--- config.mk ---
export PLATFORM = sky130hd
export DESIGN_NAME = bus_arbiter
export DESIGN_NICKNAME = d
export VERILOG_FILES = /design/src/rtl/bus_arb_pkg.sv /design/src/rtl/bus_arbiter_rr_pick.sv /design/src/rtl/bus_arbiter.sv
export SDC_FILE = /design/constraint.sdc
export NUM_CORES = 1
export LEC_CHECK = 0
export BUFFER_PORTS_ARGS = -buffer_cell sky130_fd_sc_hd__clkbuf_2
export CAP_MARGIN = 15
export CELL_PAD_IN_SITES_DETAIL_PLACEMENT = 0
export CELL_PAD_IN_SITES_GLOBAL_PLACEMENT = 1
export CORE_ASPECT_RATIO = 1.4
export CORE_UTILIZATION = 51
export CTS_CLUSTER_SIZE = 14
export DETAILED_ROUTE_END_ITERATION = 6
export MAX_ROUTING_LAYER = met4
export PLACE_DENSITY = 0.95
export SETUP_SLACK_MARGIN = 0.5
export SLEW_MARGIN = 5
export SYNTH_ARGS = -nofsm -noshare
export SYNTH_HDL_FRONTEND = slang
export SYNTH_SLANG_ARGS = --single-unit
--- constraint.sdc ---
create_clock -name clk -period 10.8 [get_ports clk]
set_input_delay 2.7 -clock clk [delete_from_list [all_inputs] [get_ports clk]]
set_output_delay 2.7 -clock clk [all_outputs]
set_load 0.05 [all_outputs]
--- src/rtl/bus_arb_pkg.sv ---
// Shared definitions for the datapath bus arbiter: state encoding, default sizing and
// a one-hot decode helper that the datapath checker also uses.
package bus_arb_pkg;

  localparam int N_REQ_DEF    = 20;
  localparam int MAX_HOLD_DEF = 4;

  typedef enum logic [1:0] {
    IDLE  = 2'd0,
    GRANT = 2'd1,
    TURN  = 2'd2
  } arb_state_t;

  // Index of the lowest set bit; 0 for an all-zero vector.
  function automatic int onehot_to_index(input logic [63:0] oh);
    int idx;
    idx = 0;
    for (int i = 63; i >= 0; i--) begin
      if (oh[i]) idx = i;
    end
    return idx;
  endfunction

endpackage

--- src/rtl/bus_arbiter_rr_pick.sv ---
// Round-robin picker: first set request bit searching ptr, ptr+1, ... with explicit
// wrap at N_REQ, so the request count need not be a power of two.
module rr_pick #(
  parameter int N_REQ = 20,
  parameter int IDW   = $clog2(N_REQ)
) (
  input  logic [N_REQ-1:0] req,
  input  logic [IDW-1:0]   ptr,
  output logic             found,
  output logic [IDW-1:0]   winner
);

  always_comb begin : search
    int idx;
    found  = 1'b0;
    winner = '0;
    idx    = 0;
    for (int i = 0; i < N_REQ; i++) begin
      idx = int'(ptr) + i;
      if (idx >= N_REQ) idx = idx - N_REQ;
      if (!found && req[idx]) begin
        found  = 1'b1;
        winner = IDW'(idx);
      end
    end
  end

endmodule

--- src/rtl/bus_arbiter.sv ---
// Tri-state bus arbiter: round-robin grant with optional bounded lock and a dead
// turnaround cycle between different owners. All grant outputs are registered.
module bus_arbiter
  import bus_arb_pkg::*;
#(
  parameter int N_REQ      = N_REQ_DEF,
  parameter int MAX_HOLD   = MAX_HOLD_DEF,
  parameter int TURNAROUND = 1,
  localparam int IDW       = $clog2(N_REQ),
  localparam int HCW       = $clog2(MAX_HOLD) + 1
) (
  input  logic             clk,
  input  logic             rst,
  input  logic [N_REQ-1:0] req,
  input  logic [N_REQ-1:0] lock,
  output logic [N_REQ-1:0] gnt_OH,
  output logic             gnt_valid,
  output logic [IDW-1:0]   gnt_id,
  output arb_state_t       dbg_state
);

  arb_state_t       state_q, state_n;
  logic [IDW-1:0]   owner_q, owner_n;
  logic [IDW-1:0]   ptr_q, ptr_n;
  logic [HCW-1:0]   hold_q, hold_n;
  logic [IDW-1:0]   owner_inc;
  logic [IDW-1:0]   pick_ptr;
  logic             keep;
  logic             found;
  logic [IDW-1:0]   winner;
  logic [N_REQ-1:0] gnt_oh_n;
  logic [IDW-1:0]   gnt_id_n;

  assign owner_inc = (owner_q == IDW'(N_REQ - 1)) ? '0 : owner_q + IDW'(1);
  assign keep      = req[owner_q] & lock[owner_q] & (hold_q < HCW'(MAX_HOLD - 1));
  // A releasing owner re-arbitrates from the slot after itself.
  assign pick_ptr  = (state_q == GRANT) ? owner_inc : ptr_q;

  rr_pick #(.N_REQ(N_REQ), .IDW(IDW)) u_pick (
    .req    (req),
    .ptr    (pick_ptr),
    .found  (found),
    .winner (winner)
  );

  always_comb begin
    state_n = state_q;
    owner_n = owner_q;
    ptr_n   = ptr_q;
    hold_n  = hold_q;
    case (state_q)
      IDLE: begin
        if (found) begin
          state_n = GRANT;
          owner_n = winner;
          hold_n  = '0;
        end
      end
      GRANT: begin
        if (keep) begin
          hold_n = hold_q + HCW'(1);
        end else begin
          ptr_n = owner_inc;
          if (!found) begin
            state_n = IDLE;
          end else if (winner == owner_q) begin
            hold_n = '0;
          end else if (TURNAROUND != 0) begin
            state_n = TURN;
          end else begin
            owner_n = winner;
            hold_n  = '0;
          end
        end
      end
      TURN: begin
        if (found) begin
          state_n = GRANT;
          owner_n = winner;
          hold_n  = '0;
        end else begin
          state_n = IDLE;
        end
      end
      default: state_n = IDLE;
    endcase
  end

  always_comb begin
    gnt_oh_n = '0;
    gnt_id_n = '0;
    if (state_n == GRANT) begin
      gnt_oh_n[owner_n] = 1'b1;
      gnt_id_n          = owner_n;
    end
  end

  always_ff @(posedge clk) begin
    if (rst) begin
      state_q   <= IDLE;
      owner_q   <= '0;
      ptr_q     <= '0;
      hold_q    <= '0;
      gnt_OH    <= '0;
      gnt_valid <= 1'b0;
      gnt_id    <= '0;
    end else begin
      state_q   <= state_n;
      owner_q   <= owner_n;
      ptr_q     <= ptr_n;
      hold_q    <= hold_n;
      gnt_OH    <= gnt_oh_n;
      gnt_valid <= |gnt_oh_n;
      gnt_id    <= gnt_id_n;
    end
  end

  assign dbg_state = state_q;

  a_onehot: assert property (@(posedge clk) disable iff (rst) $onehot0(gnt_OH));
  a_valid:  assert property (@(posedge clk) disable iff (rst) gnt_valid == (|gnt_OH));
  a_id:     assert property (@(posedge clk) disable iff (rst)
                             gnt_id == (gnt_valid ? IDW'(onehot_to_index(64'(gnt_OH))) : '0));

  generate
    if (TURNAROUND != 0) begin : g_turn_chk
      // No direct handover between two different nonzero enables.
      a_no_overlap: assert property (@(posedge clk) disable iff (rst)
                                     (gnt_valid && $past(gnt_valid)) |-> gnt_OH == $past(gnt_OH));
    end
  endgenerate

endmodule
==> results.sh <==
export IMPL_status="complete, no violations"
export IMPL_async_flop_share_pct=0
export IMPL_yosys_warnings=0
export IMPL_ys_ff_latch=41
export IMPL_cts_tree="done"
export IMPL_finClkSkew_ns=0.00806
export IMPL_cp_start_kind="flip-flop"
export IMPL_dp_slack_ns=1.19
export IMPL_rrSetupSlack_ns=1.23
export IMPL_setup_tns_ns=0
export IMPL_hold_buffers=0
export IMPL_synth_seq_area_share_pct=8.81
export IMPL_crit_fanout=21
export IMPL_clk_pin_slew_ns=0.06
export IMPL_place_gp_congestion=1.08
export IMPL_synth_nets=1312
export IMPL_synth_area_per_cell_um2=7.58
export IMPL_cts_made_buffers=5
export IMPL_final_core_util_pct=55.0
export IMPL_finalHoldViolations=0
export IMPL_crit_slowest_cell="nor4b_2"
export IMPL_cts_sinks=41
export IMPL_syn_cell_area_um2=9310
export IMPL_cpPeakStageDelay_ns=0.66
export IMPL_cp_startpoint="owner_q[1]"
export IMPL_firstDrtPassIters=7
export IMPL_fin_ws_ns=1.23
export IMPL_routedWlPerCell_um=29.6
export IMPL_cp_data_arrival_time_ns=9.78
export IMPL_rows=58
export IMPL_crit_type="flip-flop to flip-flop"
export IMPL_synth_top_area_share_pct=8.81
export IMPL_vias=10900
export IMPL_drive_above_1_share_pct=16.9
export IMPL_hpwl_mm=34.9
export IMPL_fillCellCount=1817
export IMPL_drc_errors=0
export IMPL_drv_cap=0
export IMPL_synth_cells=1228
export IMPL_grt_max_degree=39
export IMPL_clockRootBuffer="clkbuf_16"
export IMPL_finalWirelength_mm=44.2
export IMPL_portBuffers=69
export IMPL_grt_pass1_vias=10500
export IMPL_grt_overflow=0
export IMPL_synth_distinct_cells=129
export IMPL_design_area_um2=9860
export IMPL_num_io_pins=70
export IMPL_post_cts_resized=0
export IMPL_postCtsSetupBuffers=0
export IMPL_layout_commonest_cell="nand2_1"
export IMPL_synth_edf_count=0
export IMPL_core_um2=17900
export IMPL_fp_dieH_um=162
export IMPL_reg2reg_from="owner_q[1]"
export IMPL_fp_dieW_um=116
export IMPL_synth_area_top_cells="dfxtp_1, mux2i_1, ha_1, nand2_1, nor2_1"
export IMPL_clkLatencyLatePin_ns=0.30
export IMPL_m1WireLength_mm=15.5
export IMPL_start_util_pct=51.9
export IMPL_final_antenna_net_count=0
export IMPL_synth_top_area_cell="dfxtp_1"
export IMPL_cp_endpoint="gnt_OH[8]"
export IMPL_finalMaxSlewViolations=0
export IMPL_slew_headroom_pct=19.0
export IMPL_rsz0062_at_grt="false"
export IMPL_layout_nets=1336
export IMPL_min_period_over_period_pct=88.6
export IMPL_hp_class="flip-flop to flip-flop"
export IMPL_placement_cell_area_um2=9660
export IMPL_crit_required_ns=11.01
export IMPL_vias_per_cell=7.29
export IMPL_wl_met3_mm=3.87
export IMPL_synthToLayoutAreaGrowth_pct=5.90
export IMPL_grt_pass1_wl_mm=65.8
export IMPL_final_cell_mix="nand2_1, nor2_1, a21oi_1, mux2i_1, clkbuf_2"
export IMPL_cp_top_family="simple AND/OR/NAND/NOR gates"
export IMPL_setup_viol=0
export IMPL_die_area_um2=18800
export IMPL_critPathBufInv=1
export IMPL_endpoint_kind="flip-flop"
export IMPL_highest_signal_layer="met4"
export IMPL_clock_path_buffers=2
export IMPL_r2r_cells=27
export IMPL_fmax_ghz=0.105
export IMPL_initialDrtViolationCount=1064
export IMPL_grtUsageTotal_pct=49.7
export IMPL_period_minus_slack_ns=9.57
export IMPL_htreeDepth=2
export IMPL_worstMarginPinSlew_ns=1.21
export IMPL_cpMostUsedCell="ha_1"
export IMPL_path_depth=27
export IMPL_r2r_end="gnt_OH[8]"
export IMPL_ys_flop_type="dfxtp_1"
export IMPL_wl_met2_mm=20.1
export IMPL_antenna_found_initial=1
==> kinds of logic (layout without fill, tap and decap cells) <==
logic type                 after synthesis  in the layout  share of synthesized area (%)
adders and majority gates               42             42                           5.72
muxes                                  117            117                           14.9
buffers and inverters                  112            137                           6.18
other                                    0              1                              0
xor gates and xnor gates                36             36                           3.75
AOI/OAI and AO/OA                      401            401                           32.8
and+or+nand+nor                        479            479                           27.8
DFF                                     41             41                           8.81
==> worst register-to-register path, stage by stage, from the launching register on <==
cell	delay [ns]
dfxtp_1	0.65
ha_1	0.41
nand3b_1	0.21
a21boi_4	0.65
inv_2	0.38
ha_1	0.48
nor2b_1	0.21
and3_1	0.20
mux2_2	0.29
nor2_1	0.32
ha_1	0.36
a21boi_0	0.44
nor3_1	0.08
a32oi_1	0.26
o211ai_2	0.19
xnor2_1	0.35
a31oi_1	0.18
o21ai_2	0.37
and4_1	0.33
and4_1	0.40
nand3_1	0.22
nor4b_2	0.66
nor2_1	0.34
o221ai_1	0.18
a21boi_1	0.50
nand2_1	0.27
or2_2	0.39
nor3_1	0.15
==> cells in the mapped netlist, types with 30 or more instances <==
cell,n
a21oi_1,71
and2_1,31
dfxtp_1,41
ha_1,41
inv_1,39
mux2_2,30
mux2i_1,71
nand2_1,104
nand3_1,40
nor2_1,95
nor3_1,54
o211ai_1,33
o21ai_0,47
xnor2_1,30
==> layer usage <==
| metal | track usage [%] | vias to the layer above |
|---|---|---|
| li1 | - | 4786 |
| met1 | 53.1 | 5161 |
| met2 | 76.9 | 699 |
| met3 | 10.7 | 238 |
| met4 | 43.9 | 0 |
| met5 | - | - |
==> registers in the layout (all words and copies together), names as in the netlist <==
register / count
hold_q: 3
owner_q: 5
gnt_id: 5
gnt_OH: 20
dbg_state: 2
gnt_valid: 1
ptr_q: 5
==> cell type report <==
| class | count | area (um2) | area share, % |
|---|---|---|---|
| Antenna cell | 1 | 2.50 | 0.0254 |
| Clock buffer | 5 | 125 | 1.27 |
| Clock inverter | 3 | 68.8 | 0.698 |
| Inverter | 49 | 191 | 1.94 |
| Multi-Input combinational cell | 1075 | 7920 | 80.4 |
| Sequential cell | 41 | 821 | 8.32 |
| Tap cell | 240 | 300 | 3.05 |
| Timing Repair Buffer | 80 | 428 | 4.34 |
==> stage by stage <==
step / cells / hold slack, ns
floorplan: 1228 / 0.438
global placement: 1485 / 0.553
detailed placement: 1485 / 0.548
CTS: 1493 / 0.557
global route: 1494 / 0.576
finish: 1494 / 0.568
==> worst min-delay path by stage <==
| stage | start | cells after the start | to | slack [ns] |
|---|---|---|---|---|
| after floorplan | hold_q[2] | 2 | hold_q[2] | 0.44 |
| after global placement | hold_q[2] | 2 | hold_q[2] | 0.55 |
| after global routing | hold_q[2] | 2 | hold_q[2] | 0.58 |
| final | hold_q[2] | 2 | hold_q[2] | 0.57 |
| after CTS | hold_q[2] | 2 | hold_q[2] | 0.56 |
| after detailed placement | hold_q[2] | 2 | hold_q[2] | 0.55 |
Power is not shown: default switching activity piles up to over one toggle a cycle in this logic, so the estimate is an artifact.
